**src/rtl/gamma_phase_monitor.sv**
```systemverilog
// gamma_phase_monitor: measures each L2/3 gamma cycle on the clk_en sample
// grid. It reports the period, the PV+ crossing lag within that period and
// the peak amplitude, and keeps a lock flag for downstream control.
module gamma_phase_monitor #(
  parameter int WIDTH      = 18,
  parameter int FRAC       = 14,
  parameter int CNT_W      = 10,
  parameter int MIN_PERIOD = 16,
  parameter int MAX_PERIOD = 400,
  parameter int LOCK_TOL   = 4,
  parameter int LOCK_COUNT = 4
) (
  input  logic                    clk,
  input  logic                    rst,
  input  logic                    clk_en,
  input  logic signed [WIDTH-1:0] l23_x,
  input  logic signed [WIDTH-1:0] l23_y,
  input  logic signed [WIDTH-1:0] pv_state,
  output logic [CNT_W-1:0]        period_out,
  output logic [CNT_W-1:0]        lag_out,
  output logic                    pv_seen,
  output logic [WIDTH-1:0]        amp_peak,
  output logic                    meas_valid,
  output logic                    locked,
  output logic                    timeout
);

  localparam int STB_W = (LOCK_COUNT < 1) ? 1 : $clog2(LOCK_COUNT + 1);
  localparam logic signed [WIDTH-1:0] ZERO = '0;
  localparam logic [CNT_W-1:0] MIN_P   = CNT_W'(MIN_PERIOD);
  localparam logic [CNT_W-1:0] MAX_P   = CNT_W'(MAX_PERIOD);
  localparam logic [CNT_W-1:0] TOL     = CNT_W'(LOCK_TOL);
  localparam logic [STB_W-1:0] LOCK_N  = STB_W'(LOCK_COUNT);

  // Reject parameter sets the counters or Q-format cannot represent.
  if (MAX_PERIOD >= (1 << CNT_W) || MIN_PERIOD < 1 || FRAC >= WIDTH) begin : g_param_check
    $error("gamma_phase_monitor: invalid parameter set");
  end

  typedef enum logic [0:0] {IDLE = 1'b0, MEASURE = 1'b1} state_t;

  state_t state, state_nxt;

  // Previous samples for zero-crossing detection.
  logic signed [WIDTH-1:0] x_p1;
  logic signed [WIDTH-1:0] pv_p1;

  logic x_cross, pv_cross;
  logic open_evt, close_evt, tout_evt;

  logic [WIDTH-1:0] amp, peak, peak_upd;
  logic [CNT_W-1:0] cnt, cnt_inc;
  logic [CNT_W-1:0] lag_int;
  logic             pv_seen_int;

  logic [CNT_W-1:0] prev_period, period_diff;
  logic             prev_vld;
  logic [STB_W-1:0] stable_cnt, stable_nxt;

  // |v| with the most negative code clamped to the largest positive code.
  function automatic logic [WIDTH-1:0] abs_sat(input logic signed [WIDTH-1:0] v);
    logic [WIDTH-1:0] mag;
    if (v == {1'b1, {(WIDTH-1){1'b0}}})
      mag = {1'b0, {(WIDTH-1){1'b1}}};
    else if (v < ZERO)
      mag = $unsigned(-v);
    else
      mag = $unsigned(v);
    return mag;
  endfunction

  // Alpha-max-plus-beta-min magnitude estimate: max + min/2.
  function automatic logic [WIDTH-1:0] amp_est(input logic [WIDTH-1:0] ax,
                                               input logic [WIDTH-1:0] ay);
    logic [WIDTH-1:0] mx, mn;
    mx = (ax > ay) ? ax : ay;
    mn = (ax > ay) ? ay : ax;
    return mx + (mn >> 1);
  endfunction

  assign x_cross  = clk_en && (x_p1 < ZERO) && (l23_x >= ZERO);
  assign pv_cross = clk_en && (pv_p1 < ZERO) && (pv_state >= ZERO);
  assign amp      = amp_est(abs_sat(l23_x), abs_sat(l23_y));
  assign peak_upd = (amp > peak) ? amp : peak;
  assign cnt_inc  = cnt + 1'b1;

  // Sample history for crossing detection; advances only on the sample grid.
  always_ff @(posedge clk) begin
    if (rst) begin
      x_p1  <= '0;
      pv_p1 <= '0;
    end else if (clk_en) begin
      x_p1  <= l23_x;
      pv_p1 <= pv_state;
    end
  end

  // FSM state register.
  always_ff @(posedge clk) begin
    if (rst) state <= IDLE;
    else     state <= state_nxt;
  end

  // FSM next state and per-sample event decode (open, close, timeout).
  always_comb begin
    state_nxt = state;
    open_evt  = 1'b0;
    close_evt = 1'b0;
    tout_evt  = 1'b0;
    if (clk_en) begin
      case (state)
        IDLE: begin
          if (x_cross) begin
            open_evt  = 1'b1;
            state_nxt = MEASURE;
          end
        end
        MEASURE: begin
          if (x_cross && (cnt_inc >= MIN_P)) begin
            close_evt = 1'b1;
          end else if (cnt_inc == MAX_P) begin
            tout_evt  = 1'b1;
            state_nxt = IDLE;
          end
        end
        default: state_nxt = IDLE;
      endcase
    end
  end

  // Lock tracking: compare the closing period against the previous one.
  always_comb begin
    period_diff = (cnt_inc >= prev_period) ? (cnt_inc - prev_period)
                                           : (prev_period - cnt_inc);
    stable_nxt  = stable_cnt;
    if (prev_vld) begin
      if (period_diff <= TOL) begin
        if (stable_cnt != LOCK_N) stable_nxt = stable_cnt + 1'b1;
      end else begin
        stable_nxt = '0;
      end
    end
  end

  // Period counter, running peak and PV-seen flag for the open period.
  always_ff @(posedge clk) begin
    if (rst) begin
      cnt         <= '0;
      peak        <= '0;
      pv_seen_int <= 1'b0;
    end else if (clk_en) begin
      if (open_evt || close_evt) begin
        // A PV crossing on the opening sample belongs to the new period.
        cnt         <= '0;
        peak        <= '0;
        pv_seen_int <= pv_cross;
      end else if (tout_evt) begin
        cnt         <= '0;
        peak        <= '0;
        pv_seen_int <= 1'b0;
      end else if (state == MEASURE) begin
        cnt  <= cnt_inc;
        peak <= peak_upd;
        if (pv_cross) pv_seen_int <= 1'b1;
      end
    end
  end

  // Lag capture and period history; only read once qualified by flags.
  always_ff @(posedge clk) begin
    if (clk_en) begin
      if (open_evt || close_evt)
        lag_int <= '0;
      else if ((state == MEASURE) && !tout_evt && pv_cross && !pv_seen_int)
        lag_int <= cnt_inc;
      if (close_evt)
        prev_period <= cnt_inc;
    end
  end

  // Registered measurement outputs, lock state and one-clk event pulses.
  always_ff @(posedge clk) begin
    if (rst) begin
      period_out <= '0;
      lag_out    <= '0;
      pv_seen    <= 1'b0;
      amp_peak   <= '0;
      meas_valid <= 1'b0;
      locked     <= 1'b0;
      timeout    <= 1'b0;
      stable_cnt <= '0;
      prev_vld   <= 1'b0;
    end else begin
      meas_valid <= 1'b0;
      timeout    <= 1'b0;
      if (close_evt) begin
        period_out <= cnt_inc;
        lag_out    <= pv_seen_int ? lag_int : '0;
        pv_seen    <= pv_seen_int;
        amp_peak   <= peak_upd;
        meas_valid <= 1'b1;
        stable_cnt <= stable_nxt;
        locked     <= (stable_nxt == LOCK_N);
        prev_vld   <= 1'b1;
      end
      if (tout_evt) begin
        timeout    <= 1'b1;
        locked     <= 1'b0;
        stable_cnt <= '0;
        prev_vld   <= 1'b0;
      end
    end
  end

endmodule

```
**config.mk**
```make
export PLATFORM = sky130hd
export DESIGN_NAME = gamma_phase_monitor
export DESIGN_NICKNAME = d
export VERILOG_FILES = /design/src/rtl/gamma_phase_monitor.sv
export SDC_FILE = /design/constraint.sdc
export NUM_CORES = 1
export LEC_CHECK = 0
export ABC_CLOCK_PERIOD_IN_PS = 11650
export CAP_MARGIN = 15
export CORE_AREA = 5 5 153 228
export DETAILED_ROUTE_END_ITERATION = 7
export DIE_AREA = 0 0 158 233
export GPL_TIMING_DRIVEN = 0
export MAX_ROUTING_LAYER = met4
export SLEW_MARGIN = 20
export SYNTH_ARGS = -nofsm -noshare
export SYNTH_HDL_FRONTEND = slang
export SYNTH_SLANG_ARGS = --single-unit
export TNS_END_PERCENT = 10
```
**constraint.sdc**
```tcl
create_clock -name clk -period 11.65 [get_ports clk]
set_input_delay 1.165 -clock clk [delete_from_list [all_inputs] [get_ports clk]]
set_output_delay 1.165 -clock clk [all_outputs]
set_load 0.005 [all_outputs]
```
======== Yosys cells after proc, flatten, opt, wreduce, memory -nomap -nowiden ========
Cells that the tools add are included.
storage, ports and cells
  register bits ........................... 132
  input bits .............................. 57
  output and inout bits ................... 42
  word-level logic and storage cells ...... 98
operators by class
  $add $sub $neg .......................... 7
  magnitude comparators ................... 11
  equal/unequal tests ..................... 5
  muxes and demuxes ....................... 38
  bitwise logic cells ..................... 1
  reduce and logical (&&, ||, !) cells .... 19
operator list
  operator                 number
  $mux W18                 10
  $lt A18 B1 Y1 const B    4
  $mux W10                 6
  $eq A18 B18 Y1 const B   2
  $ge A18 B1 Y1 const B    2
  $gt A18 B18 Y1           2
  $neg A18 Y18             2
  $sub A10 B10 Y10         2
  $add A18 B17 Y18         1
  $mux W1                  18
  $add A10 B1 Y10 const B  1
  $eq A10 B9 Y1 const B    1
  $ge A10 B10 Y1           1
  $ge A10 B5 Y1 const B    1
  $le A10 B3 Y1 const B    1
  $mux W3                  3
  $logic_and A1 B1 Y1      8
  $reduce_and A2 Y1        3
  $reduce_bool A3 Y1       2
  $add A3 B1 Y3 const B    1
  $eq A3 B3 Y1 const B     1
  $ne A3 B3 Y1 const B     1
  $reduce_and A3 Y1        1
  $logic_not A1 Y1         2
  other kinds (5)          5

======== Logic depth before layout (Yosys ltp) ========
Gate-level depths: netlist of the first run.
  depth in word-level cells ............... 13
  depth in mapped cells ................... 38
  mapped depth without buffers ............ 34

======== Least setup slack after synthesis of the first run ========
Ideal clock, no wire load.
  kind .................................... input-to-reg
  start ................................... input l23_y[5]
  end ..................................... register amp_peak[13]
  setup time .............................. 0.158 ns
  data arrival time ....................... 8.507 ns
  data required time ...................... 11.492 ns
  path slack .............................. 2.984 ns
  stages .................................. 35
  buffers on the path ..................... 4
  cell sequence ........................... or3_4 > or4_4 > or3_1 > inv_1 > nand2_1 > buf_2 > nand2_1 > inv_1 > ha_1 > nand4_1 > nor2_1 > a311o_1 > o22ai_1 > clkbuf_1 > nand2_1 > o21a_1 > ha_1 > fa_1 > a211oi_1 > nor2_1 > o32ai_1 > o21ai_1 > a21oi_1 > o21bai_1 > xor2_1 > ha_1 > a21o_1 > a211oi_1 > o21ai_1 > o221a_2 > o21ai_2 > buf_2 > buf_2 > mux2i_1 > a211oi_1
on the way
  word-level cells in the longest chain between the ends .. 8
  elaborated cells between the ends (all ways) .. 11
  those cells by class .................... 2 x add/sub; 3 x order compare; 1 x eq/ne; 5 x mux
RTL lines
  what                                           line    source
  start, declared                                17      input logic signed [WIDTH-1:0] l23_y,
  $neg A18 Y18 or $lt A18 B1 Y1 (tied branches)  66, 65
  $mux W18                                       65      else if (v < ZERO)
  $mux W18 *                                     63      if (v == {1'b1, {(WIDTH-1){1'b0}}})
  $gt A18 B18 Y1                                 76, 77
  $mux W18, on equally long branches             76, 77
  $add A18 B17 Y18 *                             78      return mx + (mn >> 1);
  $gt A18 B18 Y1                                 84      assign peak_upd = (amp > peak) ? amp : peak;
  $mux W18 *                                     84
  end signal, assigned                           200     amp_peak <= peak_upd;
  end, declared                                  22      output logic [WIDTH-1:0] amp_peak,
Every way passes the cells marked *; elsewhere a longest branch is shown, timed or not.
A chain may end at the register's enable or synchronous reset.

======== Final worst setup path of the first run ========
  start ................................... input l23_y[3]
  end ..................................... register amp_peak[11]
Same word-level chain as after synthesis.

==> flow_results.org, run 1 <==
** Worst setup path
- Kind of launch point of the worst setup path :: input port
- Of all nets on the critical path, the largest fanout is 10.
- Stage delay of the slowest cell on the critical path :: 0.68 ns
- In this design, the largest share of critical-path delay is due to compound AO/OA/AOI/OAI gates.
- Kind of critical path :: input port to flip-flop
- STA classifies the critical path endpoint as a flip-flop.
- Cell with the biggest individual delay on the critical path :: sky130_fd_sc_hd__o22ai_1
- Among the stages of the critical path, the cell type that occurs most often is sky130_fd_sc_hd__nand2_1.
- Arrival @ worst endpoint :: 10.54 ns
- For the worst setup path, the data required time is 11.87 ns.
- Buffering stage count on the worst path with inverters included :: 7

** Global route
- The number of global-route vias before repair is 6982.
- For this run, the total global-route usage over all layers was measured as 12.1%.
- Largest net degree at the start of global routing :: 20
- Wire length of the first global-routing pass :: 34.9 mm
- Total grt overflow :: 0
- The initial antenna violation count was 0.

** Timing
- The final count of pins violating max slew came to 0.
- For the pin with the worst max-slew slack, the measured transition is 0.903 ns.
- The final critical path takes up 88.6% of the cycle.
- Setup slack closes at 1.33 ns.
- Timing would allow up to 96.9 MHz.
- Accumulated negative setup slack :: 0 ns
- Hold violation count in the final report :: 0
- The routed design could run at a clock period as short as 10.32 ns.
- Setup Viol. Count Final :: 0
- Setup repair after global routing missed its margin :: false
- Clock Skews :: 0.00895 ns
- Final worst hold slack :: 0.452 ns
- Remaining max-slew budget at the tightest pin :: 39.6%

** Logic synthesis
- Portion of the post-synthesis area used by sequential elements :: 28.0%
- After synthesis, the share of flip-flops with an asynchronous set or reset is 0%.
- Xor and xnor area share after synthesis :: 6.34%
- Simple-gate share of the synthesized area :: 20.1%
- Synthesis produced 964 cells.
- Combinational family with the most area after synthesis :: compound AO/OA/AOI/OAI gates
- The mapped netlist covers 7730 µm².
- Summing the areas of all compound-gate instances in the mapped netlist gives 22.3% of the synthesized area.
- Number of synthesized register bits :: 98
- Synthesis produced a netlist with a net count of 1100.
- In this run the biggest area consumer among cell types represents 20.2% of the synthesized area.
- Warning count from the yosys run :: 0
- Synth unique cells :: 77
- Sorting the synthesized cells by area gives the leading types as sky130_fd_sc_hd__dfxtp_1, sky130_fd_sc_hd__ha_1, sky130_fd_sc_hd__edfxtp_1.
- Largest area contributor in the synthesized netlist :: sky130_fd_sc_hd__dfxtp_1
- Number of enable-type register cells in the synthesized netlist :: 20
- A synthesized cell averages 8.02 µm².
- After Yosys synthesis, full adders, half adders and majority gates account for 12.9% of the synthesized area.
- Of the post-synthesis cell area, the part taken by muxes is 3.83%.
- Top flip-flop cell by instance count after synthesis :: sky130_fd_sc_hd__dfxtp_1

** Cells and area
- Cells with a size suffix above 1 make up 6.23% of the layout.
- Total inserted antenna cells :: 0
- Counting the fill cells in the layout gives 3514.
- Area growth, synth to finish :: 21.2%
- Leaving out fill and tap cells, the most frequent cell in the layout is sky130_fd_sc_hd__nor2_1.
- The multi-input combinational cells in the finished layout cover a total of 5060 µm².
- In the final layout, flip-flops and latches occupy 2160 µm².
- Commonest cells after routing, fill and taps aside :: sky130_fd_sc_hd__nor2_1, sky130_fd_sc_hd__nand2_1, sky130_fd_sc_hd__inv_1, sky130_fd_sc_hd__clkdlybuf4s50_1
- Area of all placed cells without fillers :: 9370 µm²
- Layout net count :: 1191

** Min path
- In this run the worst hold path is classified as flip-flop to flip-flop.

** Floorplanning
- Row generation in the floorplan step produced 81 rows.
- Chip Width :: 158 µm
- The total area inside the core boundary comes to 32500 µm².
- 99 I/O pins were placed.
- Starting density of the core :: 23.8%
- Die area :: 36800 µm²
- Die height :: 233 µm

** Clock tree
- In this run the clock root is driven by a sky130_fd_sc_hd__clkbuf_16.
- The number of clock buffers added by TritonCTS is 9.
- TritonCTS built the clock tree.
- The tree built by TritonCTS fans out to 98 sinks.
- Clock-pin slew was measured on the worst setup and hold paths at 0.07 ns.
- # Post-CTS Setup Buffers :: 0
- Clock network latency to the later pin of the worst-skew pair :: 0.35 ns
- Counting along the longest clock path gives a buffer depth of 2.
- Number of gates resized after CTS :: 0
- Number of hold-repair buffers added at the cts stage :: 0
- # H-tree levels :: 3

** Job
- Max-cap violations :: 0

** Place
- Detailed placement HPWL :: 17.7 mm
- Post-placement cell area :: 9050 µm²
- Last weighted congestion value of the routability-driven placer :: 0.859
- OpenSTA, run right after detailed placement, puts the worst setup slack at 0.868 ns.
- Number of I/O port buffers :: 80

** Outcome
- Run status :: completed

** Power
- Cell-internal power :: 0.830 mW
- After layout, the design draws a total of 1.38 mW.
- Summed over all cells, the static leakage comes to 3.72 nW.
- Relative contribution of sequential cells to total power :: 25.8%
- Fraction of power spent switching nets :: 39.9%
- Reported net switching power :: 0.551 mW
- Worst supply voltage drop on vdd :: 0.0000829 V
- Of the total power, combinational logic draws 51.7%.
- In this run the power density over the cells is 147 nW/µm².
- Clk pwr share :: 22.5%

** Routing
- The routed design has 21.5 mm of wire.
- Vias per inst :: 4.78
- Initial DRT Pass Iterations :: 4
- Drt initial violations :: 304
- Wirelength per Cell :: 14.6 µm
- DRC errors left :: 0
- For this block, the via count after detailed routing is 7045.
- Detail Route Antenna Nets :: 0
path summary, 6_finish.rpt:
check,slack (ns),endpoint,start,cells after the start
max,1.33,amp_peak[11],l23_y[3],35
min reg2reg,0.45,lag_out[4],lag_out[4],2
min,0.45,lag_out[4],lag_out[4],2
max reg2reg,7.17,locked,cnt[0],13
synth_stat cells, drive strengths merged (19+ instances only):
cell and n:
inv 86, nor2 118, a31oi 19, xor2 32
a211oi 33, a21oi 73, nand3 27, clkbuf 26
ha 78, edfxtp 20, mux2i 24, xnor2 21
nand2 90, dfxtp 78, o21ai 34
final cells by class:
cell class,instances,share of cell area [%]
Multi-Input combinational cell,737,54.0
Sequential cell,98,23.1
Timing Repair Buffer,80,8.54
Tap cell,415,5.54
Inverter,86,3.44
Clock buffer,13,3.11
Buffer,43,1.99
Clock inverter,3,0.280
flip-flops by register name (all words and copies together) (netlist names):
signal,cells
amp_peak,18
cnt,10
lag_int,10
lag_out,10
locked,1
meas_valid,1
peak,18
period_out,10
prev_period,10
prev_vld,1
pv_p1,1
pv_seen,1
pv_seen_int,1
stable_cnt,3
state,1
timeout,1
x_p1,1
stage by stage:
stage	utilization, %	std cells
finish	28.8	1475
global route	28.8	1475
CTS	28.8	1475
detailed placement	27.8	1459
global placement	27.8	1459
floorplan	-	964
worst reg2reg max path, stage by stage (launching register included):
cell and delay (ns):
sky130_fd_sc_hd__dfxtp_1 0.53, sky130_fd_sc_hd__ha_1 0.31, sky130_fd_sc_hd__nand3_2 0.11, sky130_fd_sc_hd__or2_4 0.28, sky130_fd_sc_hd__xor2_1 0.61, sky130_fd_sc_hd__inv_1 0.14, sky130_fd_sc_hd__ha_1 0.41, sky130_fd_sc_hd__nand2_1 0.19
sky130_fd_sc_hd__o41ai_2 0.44, sky130_fd_sc_hd__mux2i_1 0.13, sky130_fd_sc_hd__nor4b_1 0.35, sky130_fd_sc_hd__a41oi_1 0.21, sky130_fd_sc_hd__or3b_1 0.49, sky130_fd_sc_hd__and4b_1 0.19
routing by layer:
| layer | global-route usage, % | vias to the layer above | wire length [µm] |
|---|---|---|---|
| li1 | - | 3622 | - |
| met4 | 3.71 | 0 | 510 |
| met1 | 13.3 | 3257 | 8790 |
| met5 | - | - | 0 |
| met3 | 1.36 | 29 | 822 |
| met2 | 22.4 | 137 | 11400 |
power groups by stage:
stage | registers, mW | logic [mW] | clock network (mW)
2_1_floorplan | 0.363 | 0.553 | 0
3_3_place_gp | 0.364 | 0.710 | 0
3_5_place_dp | 0.364 | 0.718 | 0
4_1_cts | 0.356 | 0.722 | 0.317
5_1_grt | 0.357 | 0.816 | 0.331
6_report | 0.356 | 0.714 | 0.311
logic make-up after synthesis:
kind of cell	Yosys count
and+or+nand+nor	320
AOI/OAI and AO/OA	256
buffers and inverters	129
DFF	98
adders and majority gates	79
xor gates and xnor gates	53
muxes	29
Note: power is estimated with default switching activity, not from simulation.
==> run 2: changes to the inputs <==
Settings changed: REMOVE_ABC_BUFFERS from default to 1.
==> run 2 against run 1 <==
Core utilization fell by 0.37 points. Final area down 1.3%. First-iteration DRC count fell by 32%. Register-to-register slack worse by 0.06 ns. Flip-flop and latch count unchanged. Combinational power is essentially flat. Wire length is 9.5% lower. Non-clock buffer count fell by 39. Cell count decreased by 2.6%. Die area stayed put. Clock-buffer cell count fell by 3.
==> flow_results.org, run 2 (synthesis results as in run 1) <==
** Floorplanning
- Num rows :: 81 (unchanged)
- Area inside the core boundary :: 32500 µm² (unchanged)
- The top-level port count came to 99 (unchanged).
- Starting density of the core :: 23.8% (unchanged)
- Chip Width :: 158 µm (unchanged)
- The die area is 36800 µm² (unchanged).
- Die height :: 233 µm (unchanged)

** Cells and area
- The final antenna diode count came to 0 (unchanged).
- Commonest cells after routing, fill and taps aside :: sky130_fd_sc_hd__nor2_1, sky130_fd_sc_hd__nand2_1, sky130_fd_sc_hd__inv_1, sky130_fd_sc_hd__clkdlybuf4s50_1
- The final core utilization came to 28.4% (-0.37 points).
- The area occupied by multi-input gates came to 5090 µm² (+0.59%).
- Total area of sequential cells :: 2160 µm² (unchanged)
- Layout net count :: 1152 (-3.3%)
- Leading cell type in the layout, fill and taps excluded :: sky130_fd_sc_hd__nor2_1
- The filler cell count was 3511 (-0.085%).
- The area growth from synthesis to layout is 19.6%.
- The final instance count without filler cells came to 1436 (-2.6%).
- In the final layout, the registers with the most flip-flops are amp_peak x18, peak x18.
- The ratio of cells with drive above 1 in the final layout was 5.58% (-0.64 points).

** Place
- The count of buffers inserted at the top-level ports was 81 (+1.3%).
- The routability congestion estimate came to 0.861 (+0.16%).
- The number of placed cells counting well taps was 1420 (-2.7%).
- The total half-perimeter wirelength after legalization and detailed placement came to 15.4 mm (-13%).

** Power
- Power per Cell Area :: 147 nW/µm² (-0.21%)
- The peak ir drop on the vdd network was 0.000110 V (+32%).
- The total power consumption of the routed design was 1.36 mW (-1.5%).
- Leakage power :: 3.64 nW (-2.2%)

** Clock tree
- The sink count of the clock tree was 98 (unchanged).
- The quantity of gates resized following cts came to 0 (unchanged).
- Maximum number of buffers from clock root to sink :: 2 (unchanged)
- Clock tree from TritonCTS :: built
- Clock slew at the register clock pins of the worst setup and hold paths :: 0.07 ns (about the same)
- The post-CTS repair timing setup buffer count came to 0 (unchanged).
- # H-tree levels :: 3 (unchanged)
- CTS placed an instance of sky130_fd_sc_hd__clkbuf_16 at the clock tree root.
- The clock latency of the later-clocked register in the worst-skew pair is 0.35 ns (about the same).
- Num CTS Buffers :: 9 (unchanged)
- Number of hold-repair buffers added at the cts stage :: 0 (unchanged)

** Routing
- The via count is 6850 (-2.8%).
- The wire length per cell after detailed routing is 13.6 µm (-7.0%).
- Initial DRT Pass Iterations :: 5 (+1)
- Drt initial violations :: 208 (-32%)
- DRC errors left :: 0 (unchanged)
- Vias per inst :: 4.77 (-0.13%)
- Post-detailed-routing wire length :: 19.5 mm (-9.5%)
- The number of nets with antenna violations after detailed routing is 0 (unchanged).

** Worst setup path
- STA classifies the critical path endpoint as a flip-flop.
- Top delay family on crit path :: compound AO/OA/AOI/OAI gates
- The data required time of the critical path is 11.94 ns (+0.07 ns).
- Buffering stage count on the worst path with inverters included :: 4 (-3)
- Cell with the biggest individual delay on the critical path :: sky130_fd_sc_hd__nor2_1
- Arrival @ worst endpoint :: 10.80 ns (+0.26 ns)
- The maximum fanout along the worst path is 25 (+15).
- The worst setup path is launched from an input port.
- The largest stage delay on the critical path was 0.79 ns (+0.11 ns).
- Kind of critical path :: input port to flip-flop

** Global route
- The wire length of the first global-routing pass came to 31.5 mm (-9.7%).
- The initial antenna violation count came to 0 (unchanged).
- Largest net degree at the start of global routing :: 76 (+280%)
- The number of global-route vias before repair was 6371 (-8.8%).
- The residual overflow from global routing was 0 (unchanged).
- The overall track demand over capacity in global routing was 10.7% (-1.3 points).

** Timing
- Final worst-path cycle share :: 90.2% (+1.7 points)
- Hold violation count in the final report :: 0 (unchanged)
- Clock Skews :: 0.0107 ns (+0.00175 ns)
- Actual transition at the worst max-transition pin :: 0.997 ns (+0.0935 ns)
- The final critical-path required period came to 10.51 ns (+0.194 ns).
- The final count of pins violating max slew is 0 (unchanged).
- Setup Viol. Count Final :: 0 (unchanged)
- The headroom to the max-slew limit is 33.3% (-6.4 points).
- Setup repair after global routing missed its margin :: false
- The highest clock frequency the design can meet is 95.1 MHz (-1.8%).

** Min path
- The min-delay analysis places its worst path in the category flip-flop to flip-flop.

** Outcome
- Run status :: completed

** Job
- The count of maximum capacitance violations is 0 (unchanged).
==> run 2: cell types whose count changed in the layout (fill, tap and decap cells not counted), sizes merged <==
cell	before	now
clkinv	2	3
buf	16	4
clkbuf	40	10
inv	87	89
==> run 2: worst reg2reg max path, delay by kind of cell (launching register included) <==
| kind | cells | cell delay (ns) |
|---|---|---|
| buffers and inverters | 1 | 0.30 |
| xor gates and xnor gates | 1 | 0.50 |
| DFF | 1 | 0.50 |
| adders and majority gates | 2 | 0.75 |
| AOI/OAI and AO/OA | 4 | 0.85 |
| and+or+nand+nor | 6 | 1.54 |
==> run 2: final timing paths <==
kind	slack, ns	endpoint	cells past startpoint	startpoint
setup reg to reg	7.11	locked	14	cnt[0]
hold reg to reg	0.45	lag_out[1]	2	lag_out[1]
setup / recovery	1.14	peak[16]	31	l23_y[3]
hold / removal	0.45	lag_out[1]	2	lag_out[1]
==> run 2: area by class of cell <==
| cell class | count | share of cell area, % |
|---|---|---|
| clock buffer | 10 | 2.47 |
| clock inverter | 6 | 0.514 |
| inverter | 86 | 3.52 |
| multi-input combinational | 737 | 55.1 |
| sequential | 98 | 23.4 |
| tap | 415 | 5.61 |
| timing repair buffer | 84 | 9.45 |
==> run 2: per-layer routing <==
metal | GRT usage (%) | part of all wire (%) | vias up
met5 | - | 0 | -
met1 | 12.3 | 42 | 3164
met2 | 19.7 | 53 | 113
met4 | 2.72 | 1.4 | 0
li1 | - | - | 3558
met3 | 0.986 | 3.2 | 15
==> run 2: metrics by stage <==
| stage | setup TNS [ns] | hold WS [ns] | area (µm²) | worst slack, ns |
|---|---|---|---|---|
| detailed placement | 0 | 0.445 | 8980 | 0.734 |
| floorplan | 0 | 0.442 | 7550 | 0.736 |
| finish | 0 | 0.448 | 9250 | 1.14 |
| global route | 0 | 0.474 | 9250 | 0.331 |
| CTS | 0 | 0.453 | 9250 | 1.13 |
| global placement | -63.08 | 0.441 | 8880 | -2.12 |
==> run 2: power by group <==
part / switching (mW) / leakage (nW) / internal [mW] / total, mW
combinational: 0.411 / 2.66 / 0.306 / 0.717
clock: 0.139 / 0.139 / 0.148 / 0.287
sequential: 0.00494 / 0.841 / 0.351 / 0.356
